[src/rtl/isfet_pkg.sv]
// rtl/isfet_pkg.sv - shared widths, types and states for the ISFET pixel path
package isfet_pkg;

  localparam int PIX_W        = 10;
  localparam int WORD_W       = 256;
  localparam int PIX_PER_WORD = WORD_W / PIX_W;
  localparam int CNT_W        = 14;
  localparam int NUM_W        = 5;

  typedef logic [PIX_W-1:0]  pixel_t;
  typedef logic [WORD_W-1:0] word_t;

  typedef enum logic [1:0] {EMPTY, ONE, TWO} piso_state_e;

  // Out-of-range counts (0 or above a full word) mean a full word.
  function automatic logic [NUM_W-1:0] fix_num(input logic [NUM_W-1:0] num);
    if (num == '0 || num > NUM_W'(PIX_PER_WORD)) return NUM_W'(PIX_PER_WORD);
    return num;
  endfunction

endpackage

[src/rtl/piso_256bit.sv]
// rtl/piso_256bit.sv - double-buffered 256-bit word to 10-bit pixel unpacker
module piso_256bit
  import isfet_pkg::*;
(
  input  logic             clk,
  input  logic             nrst,
  input  logic             PISO_vld,
  input  word_t            PISO_in,
  input  logic [NUM_W-1:0] PISO_num,
  output logic             PISO_rdy,
  input  logic             PISO_en,
  output pixel_t           PISO_out,
  output logic             PISO_out_vld,
  output logic             PISO_last,
  output logic [CNT_W-1:0] PISO_pix_cnt,
  output logic             PISO_frame_end
);

  piso_state_e      state;
  word_t            shift_q;
  word_t            hold_q;
  logic [NUM_W-1:0] shift_rem;
  logic [NUM_W-1:0] hold_rem;

  logic accept;
  logic consume;
  logic last_consume;

  assign accept       = PISO_vld && PISO_rdy;
  assign consume      = PISO_out_vld && PISO_en;
  assign last_consume = consume && (shift_rem == NUM_W'(1));

  assign PISO_out  = shift_q[PIX_W-1:0];
  assign PISO_last = (shift_rem == NUM_W'(1));

  always_ff @(posedge clk or negedge nrst) begin
    if (!nrst) begin
      state          <= EMPTY;
      shift_q        <= '0;
      hold_q         <= '0;
      shift_rem      <= '0;
      hold_rem       <= '0;
      PISO_rdy       <= 1'b0;
      PISO_out_vld   <= 1'b0;
      PISO_pix_cnt   <= '0;
      PISO_frame_end <= 1'b0;
    end else begin
      PISO_frame_end <= consume && (PISO_pix_cnt == '1);
      if (consume) PISO_pix_cnt <= PISO_pix_cnt + 1'b1;

      case (state)
        EMPTY: begin
          PISO_rdy <= 1'b1;
          if (accept) begin
            shift_q      <= PISO_in;
            shift_rem    <= fix_num(PISO_num);
            PISO_out_vld <= 1'b1;
            state        <= ONE;
          end
        end

        ONE: begin
          if (last_consume) begin
            // A word arriving as the last pixel leaves goes straight to the shifter.
            if (accept) begin
              shift_q   <= PISO_in;
              shift_rem <= fix_num(PISO_num);
            end else begin
              shift_rem    <= '0;
              PISO_out_vld <= 1'b0;
              state        <= EMPTY;
            end
          end else begin
            if (consume) begin
              shift_q   <= shift_q >> PIX_W;
              shift_rem <= shift_rem - NUM_W'(1);
            end
            if (accept) begin
              hold_q   <= PISO_in;
              hold_rem <= fix_num(PISO_num);
              PISO_rdy <= 1'b0;
              state    <= TWO;
            end
          end
        end

        TWO: begin
          if (last_consume) begin
            shift_q   <= hold_q;
            shift_rem <= hold_rem;
            hold_rem  <= '0;
            PISO_rdy  <= 1'b1;
            state     <= ONE;
          end else if (consume) begin
            shift_q   <= shift_q >> PIX_W;
            shift_rem <= shift_rem - NUM_W'(1);
          end
        end

        default: state <= EMPTY;
      endcase
    end
  end

endmodule
[config.mk]
export PLATFORM = sky130hd
export DESIGN_NAME = piso_256bit
export DESIGN_NICKNAME = d
export VERILOG_FILES = /design/src/rtl/isfet_pkg.sv /design/src/rtl/piso_256bit.sv
export SDC_FILE = /design/constraint.sdc
export NUM_CORES = 2
export LEC_CHECK = 0
export CAP_MARGIN = 15
export CELL_PAD_IN_SITES_DETAIL_PLACEMENT = 1
export CELL_PAD_IN_SITES_GLOBAL_PLACEMENT = 1
export CORE_ASPECT_RATIO = 0.75
export CORE_MARGIN = 2
export CORE_UTILIZATION = 49
export CTS_CLUSTER_DIAMETER = 100
export CTS_CLUSTER_SIZE = 20
export DETAILED_ROUTE_END_ITERATION = 10
export PLACE_DENSITY_LB_ADDON = 0.1
export SYNTH_ARGS = -nofsm -noshare
export SYNTH_HDL_FRONTEND = slang
export SYNTH_SLANG_ARGS = --single-unit
[constraint.sdc]
create_clock -name clk -period 4 [get_ports clk]
set_clock_uncertainty 0.2 [all_clocks]
set_input_delay 0.6 -clock clk [delete_from_list [all_inputs] [get_ports clk]]
set_output_delay 0.6 -clock clk [all_outputs]
set_load 0.05 [all_outputs]
# Word-level counts from Yosys, hierarchy flattened
# Cells that the tools add are included.
[totals]
regBits = 541
inputBits = 265
output_inout_bits = 28
wordCells = 81
[op_classes]
n_addsub = 2
magnitude_cmp = 1
n_eq_ne = 12
muxes = 40
bitwise_logic = 1
n_reduce_logical = 16
[ops]
columns = ["operator", "n"]
rows = [
  ["256-bit two-way mux", 4],
  ["256-bit case mux with 3 select lines", 1],
  ["5-bit two-way mux", 12],
  ["4-bit AND reduction", 4],
  ["5-bit case mux with 3 select lines", 1],
  ["14-bit by 1-bit adder with 14-bit output (second input constant)", 1],
  ["14-bit equality test (second input constant)", 1],
  ["1-bit two-way mux", 13],
  ["2-bit inequality test (second input constant)", 6],
  ["2-bit two-way mux", 5],
  ["5-bit case mux with 2 select lines", 1],
  ["3-bit inequality test (second input constant)", 2],
  ["2-bit case mux with 3 select lines", 1],
  ["5-bit by 1-bit equality test with 1-bit output (second input constant)", 1],
  ["5-bit greater-than comparator (second input constant)", 1],
  ["5-bit zero test", 1],
  ["5-bit by 1-bit subtractor with 5-bit output (second input constant)", 1],
  ["1-bit logical AND", 4],
  ["2-bit nonzero test", 2],
  ["1-bit case mux with 3 select lines", 1],
  ["3-bit AND reduction", 1],
  ["3-bit nonzero test", 1],
  ["2-bit by 1-bit equality test with 1-bit output (second input constant)", 1],
  ["2-bit equality test (second input constant)", 1],
  ["other kinds (5)", 5],
]

# Logic depth before layout (Yosys ltp)
[logic_depth]
word_depth = 10
ltp_mapped = 10
depth_no_buf = 7

# Worst setup path after synthesis
# No wires, ideal clock.
[synth_path]
kind = "register -> register"
start = "register PISO_out_vld"
end = "register shift_q[100]"
setup_ns = 0.127
arrival_time_ns = 2.228
t_required_ns = 3.673
path_slack_ns = 1.445
path_stages_with_launch = 9
path_buffers = 5
period_less_slack_ns = 2.555
cell_sequence = "dfrtp_1 buf_2 and2_1 clkbuf_1 clkbuf_1 clkbuf_1 clkbuf_1 a31o_2 nand3_1"
[synth_via]
elab_chain_cells = 4
elab_cells_between_ends = 6
classes_between = "mux (4); reduce/logical (2)"
[synth_lines]
columns = ["element", "line", "rtl"]
rows = [
  ["start: declaration", "piso_256bit.sv:13", "output logic PISO_out_vld,"],
  ["start signal: assignment", "piso_256bit.sv:44", "PISO_out_vld <= 1'b0;"],
  ["start signal: assignment", "piso_256bit.sv:57", "PISO_out_vld <= 1'b1;"],
  ["start signal: assignment", "piso_256bit.sv:70", "PISO_out_vld <= 1'b0;"],
  ["1-bit logical AND *", "piso_256bit.sv:30", "assign consume = PISO_out_vld && PISO_en;"],
  ["256-bit two-way mux or 1-bit logical AND (tied branches)", "-", ""],
  ["256-bit two-way mux (on tied branches)", "piso_256bit.sv:88, piso_256bit.sv:63", ""],
  ["256-bit case mux with 3 select lines *", "piso_256bit.sv:51", "case (state)"],
  ["end signal: assignment", "piso_256bit.sv:55", "shift_q <= PISO_in;"],
  ["end signal: assignment", "piso_256bit.sv:89", "shift_q <= hold_q;"],
  ["end signal: assignment", "piso_256bit.sv:95", "shift_q <= shift_q >> PIX_W;"],
  ["end: declaration", "piso_256bit.sv:20", "word_t shift_q;"],
]
# Every way passes the cells marked *; elsewhere a longest branch is shown, timed or not.
# A chain may end at the register's enable or synchronous reset.

# Worst setup path in the final report
[layout_path]
start = "register shift_rem[1]"
end = "output port PISO_last"
[layout_via]
elab_chain_cells = 1
[layout_lines]
columns = ["element", "line", "rtl"]
rows = [
  ["start: declaration", "piso_256bit.sv:22", "logic [NUM_W-1:0] shift_rem;"],
  ["start signal: assignment", "piso_256bit.sv:56", "shift_rem <= fix_num(PISO_num);"],
  ["start signal: assignment", "piso_256bit.sv:67", "shift_rem <= fix_num(PISO_num);"],
  ["start signal: assignment", "piso_256bit.sv:76", "shift_rem <= shift_rem - NUM_W'(1);"],
  ["5-bit by 1-bit equality test with 1-bit output", "piso_256bit.sv:34", "assign PISO_last = (shift_rem == NUM_W'(1));"],
  ["end: declaration", "piso_256bit.sv:14", "output logic PISO_last,"],
]
# No other way between the ends.

==> tab_implementation.tex <==
\begin{tabular}{lr}
\hline
Metric & Value \\
\hline
\multicolumn{2}{l}{\textbf{Setup path}} \\
\quad Worst r2r dst & shift\_q[65]\$\_DFFE\_PN0P\_ \\
\quad Worst-path maximum fanout & 33 \\
\quad Worst path bufs/invs & 4 \\
\quad Critical Setup Path Class & flip-flop to output port \\
\quad Endpoint type of the worst setup path & output port \\
\quad Kind of launch point of the worst setup path & flip-flop \\
\quad Slowest cell on the critical path & or4b\_4 \\
\quad Required time worst endpoint & 3.20 ns \\
\quad CP Cell Sequence & inv\_1 > ha\_1 > or4b\_4 > inv\_8 > buf\_4 > buf\_4 \\
\quad Crit path largest cell delay & roughly 0.69 ns \\
\quad Startpoint of the most critical register-to-register path & shift\_rem[0]\$\_DFFE\_PN0P\_ \\
\quad Family of cells with the greatest summed delay on the critical path & buffers and inverters \\
\quad Most numerous cell on the critical path & buf\_4 \\
\quad Endpoint arrival time on the critical path & approximately 2.9 ns \\
\quad Register-to-register setup slack & 0.56 ns \\
\quad Worst R2R Path Depth & 7 \\
\multicolumn{2}{l}{\textbf{STA}} \\
\quad Final count of hold timing violations & 0 \\
\quad Setup slack of the critical path after layout & approximately 0.3 ns \\
\quad Number of failing setup endpoints in the final timing report & 0 \\
\quad Unrepaired setup endpoints after global routing & false \\
\quad F\_max & between 200 and 300 MHz \\
\quad Tightest slew margin relative to the limit & 0.0456 \\
\quad Number of pins exceeding their max-slew limit in the final report & 0 \\
\quad Shortest period the worst path allows & 3.70 ns \\
\quad Worst-Margin Slew & about 1.4 ns \\
\quad Fin crit share & 0.925 \\
\quad Sum of negative setup slack & 0 ns \\
\multicolumn{2}{l}{\textbf{Logic synthesis}} \\
\quad Netlist Area Pre-Place & between 20,000 and 30,000 µm² \\
\quad Yosys top cell area share & 0.479 \\
\quad Cell variety after synth & 58 \\
\quad Post-synthesis area per instance & about 10 µm² \\
\quad Number of instances in the synthesized netlist & between 2,000 and 3,000 \\
\quad Number of enable-type register cells in the synthesized netlist & 0 \\
\quad Async SR Flop Fraction & 1.00 \\
\quad Number of synthesized register bits & roughly 540 \\
\quad Synthesized net count & around 3,100 \\
\quad Seq/Total Area, Yosys & 0.479 \\
\quad Cell types with the largest area share after synthesis & dfrtp\_1 48\%, mux2\_2 9.5\%, nand3\_1 6.7\% \\
\quad Number of warnings issued by yosys & 0 \\
\quad Primary FF master, synth & dfrtp\_1 \\
\quad Leading area contributor after synthesis & dfrtp\_1 \\
\multicolumn{2}{l}{\textbf{Placed design}} \\
\quad Cells after DPL & 3,654 \\
\quad Count of input and output buffers & between 200 and 300 \\
\quad Setup slack after placement & around 0.60 ns \\
\quad Final weighted congestion in routability-driven placement & 0.808 \\
\quad Post-DP HPWL & roughly 60 mm \\
\multicolumn{2}{l}{\textbf{Detailed routing}} \\
\quad DR pass1 iterations & 5 \\
\quad Average wire per cell in the routed design & around 27 µm \\
\quad Number of DRC violations after detailed-routing iteration 0 & about 2,600 \\
\quad Wire length after detailed routing & between 90 and 100 mm \\
\quad DRC violations left & 0 \\
\quad Count of antenna-violating nets left after detailed routing & 0 \\
\quad Detailed-route via count & 25,280 \\
\quad DR vias/cell & about 6.8 \\
\multicolumn{2}{l}{\textbf{Layout}} \\
\quad Fraction of layout cells with a size suffix above 1 & 0.182 \\
\quad Highest-count cells in the layout ignoring fill and taps & 541 x dfrtp\_1, 392 x nand2\_1, 376 x nand3\_1 \\
\quad Fin cells & $\sim$3,700 \\
\quad Layout area overhead & 14.4\% \\
\quad Fill cell instance count of the final layout & 6,208 \\
\quad Most common cell after layout, fill and taps aside & dfrtp\_1 \\
\quad Net total in the final layout & between 3,000 and 4,000 \\
\multicolumn{2}{l}{\textbf{GRT}} \\
\quad Largest net degree at the start of global routing & between 150 and 200 \\
\quad Routing layer with the top usage in global route & met2 \\
\quad Vias in the first global route & between 20,000 and 30,000 \\
\quad Met2 track demand over resource in global routing & 0.515 \\
\quad GRT overflow & 0 \\
\quad GRT Overall Usage & 0.324 \\
\quad Wire length of the first global-routing pass & 154 mm \\
\quad M3 GR Usage & 0.0391 \\
\quad Initial antenna violation count & 10 \\
\quad M1 GR Usage & 0.466 \\
\multicolumn{2}{l}{\textbf{Floorplan}} \\
\quad Die ar. & 59,600 µm² \\
\quad Placeable Area & 57,200 µm² \\
\quad Die Span Y & 212 µm \\
\quad Die Wd & roughly 280 µm \\
\quad Starting density of the core & 0.494 \\
\quad Std cell rows & 76 \\
\quad Top-Level Pins & between 200 and 300 \\
\multicolumn{2}{l}{\textbf{Run status}} \\
\quad Result of the run & finished, final reports clean \\
\multicolumn{2}{l}{\textbf{Clocking}} \\
\quad Number of clock sinks & $\sim$540 \\
\quad TritonCTS clock tree & done \\
\quad CTS buffer count & 31 \\
\quad Number of buffers on the longest clock path & 3 \\
\quad Cell at the root of the clock tree & clkbuf\_16 \\
\quad Clock latency at the later pin of the worst-skew pair & around 0.63 ns \\
\quad H-tree lvl count & 1 \\
\quad Clock transition time at the flip-flop clock pins of the worst setup and hold paths & about 0.090 ns \\
\multicolumn{2}{l}{\textbf{Power}} \\
\quad P\_leak & around 13 nW \\
\quad Total power divided by cell area & roughly 740 nW/µm² \\
\quad Max VDD drop & 1120 µV \\
\quad Overall power & 0.0240 W \\
\multicolumn{2}{l}{\textbf{Min path}} \\
\quad Start point of the worst hold path & hold\_q[161]\$\_DFFE\_PN0P\_ \\
\quad Worst hold path stage count & 1 \\
\quad Worst min-delay path category & flip-flop to flip-flop \\
\quad Endpoint, Worst Hold & hold\_q[161]\$\_DFFE\_PN0P\_ \\
\multicolumn{2}{l}{\textbf{Flow run}} \\
\quad Max Cap Violations & 0 \\
\hline
\end{tabular}
[worst max-delay path by stage]
stage                             startpoint                        to  slack (ns)  depth (start not counted)
floorplan           PISO_out_vld$_DFFE_PN0P_  shift_q[100]$_DFFE_PN0P_        1.45                          8
finish              shift_rem[1]$_DFFE_PN0P_                 PISO_last        0.30                          6
detailed placement                   PISO_en      state[0]$_DFFE_PN0P_        0.60                          6
CTS                 shift_rem[1]$_DFFE_PN0P_                 PISO_last        0.26                          6
global route        shift_rem[1]$_DFFE_PN0P_                 PISO_last        0.18                          6
global placement                     PISO_en      state[0]$_DFFE_PN0P_        0.70                          6
[Yosys cell counts, types with 4 or more instances]
| master | instances |
|---|---|
| a21oi_1 | 65 |
| a221o_1 | 71 |
| a222oi_1 | 6 |
| a31o_1 | 10 |
| a31o_2 | 176 |
| a32oi_1 | 187 |
| and2_1 | 4 |
| and3_1 | 12 |
| buf_1 | 23 |
| buf_2 | 94 |
| buf_4 | 11 |
| buf_6 | 20 |
| clkbuf_1 | 170 |
| dfrtp_1 | 541 |
| ha_1 | 7 |
| inv_1 | 11 |
| mux2_1 | 18 |
| mux2_2 | 238 |
| nand2_1 | 392 |
| nand3_1 | 376 |
| nand4_1 | 123 |
| nor2_1 | 15 |
| nor3_1 | 7 |
| nor4_1 | 5 |
| o21ai_0 | 197 |
| o221ai_1 | 4 |
| or2_2 | 6 |
| xnor2_1 | 10 |
| xor2_1 | 4 |
[worst register-to-register path, stage by stage, from the launching register on]
cell,delay (ns)
dfrtp_1,0.44
ha_1,0.22
or4b_4,0.48
buf_4,0.78
buf_4,0.70
nand2_1,0.20
a31o_2,0.29
nand3_1,0.07
[per-layer routing]
metal / share of wire / vias to the layer above
met3: 0.061 / 149
met2: 0.48 / 965
li1: - / 10863
met1: 0.44 / 13303
met4: 0.029 / 0
met5: 0 / -
[registers in the layout, indices dropped and copies added (netlist names)]
register,flops
hold_q,256
state,2
hold_rem,5
shift_q,256
PISO_out_vld,1
shift_rem,5
PISO_frame_end,1
PISO_pix_cnt,14
PISO_rdy,1
[per-stage QoR]
step / utilization / hold slack (ns) / instance area [µm²]
2_1_floorplan: - / 0.104 / 28300
3_3_place_gp: 0.550 / 0.273 / 31500
3_5_place_dp: 0.550 / 0.281 / 31500
4_1_cts: 0.565 / 0.300 / 32300
5_1_grt: 0.565 / 0.320 / 32300
6_report: 0.565 / 0.296 / 32400
[cells by family after synthesis]
family          Yosys count  synth area share
compound gates          738             0.197
xor+xnor                 14           0.00434
fa+ha+maj                 7           0.00310
buf+inv                 330            0.0548
flops                   541             0.479
mux                     257             0.102
simple gates            954             0.159
[area by class of cell]
cell class,instances,area (µm²),area share
well taps,780,976,0.0302
diodes,12,30.0,0.000928
inverters,12,52.6,0.00162
multi-input cells,1970,13200,0.409
repair buffers,352,3730,0.115
clock inverters,2,28.8,0.000890
clock buffers,32,779,0.0241
flip-flops and latches,541,13500,0.418
[report_power, final]
| part | switching [W] | internal (W) | total [W] |
|---|---|---|---|
| sequential | 0.00174 | 0.00772 | 0.00946 |
| clock | 0.00192 | 0.00140 | 0.00331 |
| combinational | 0.00729 | 0.00398 | 0.0113 |
| total | 0.0109 | 0.0131 | 0.0240 |
[what timing repair did]
action	CTS	global route
hold endpoints to repair	80	0
endpoints found under the setup margin	0	0
gates resized for setup	0	0
setup buffers	0	0
hold buffers	1	0
Power figures use the tool's default switching activity.
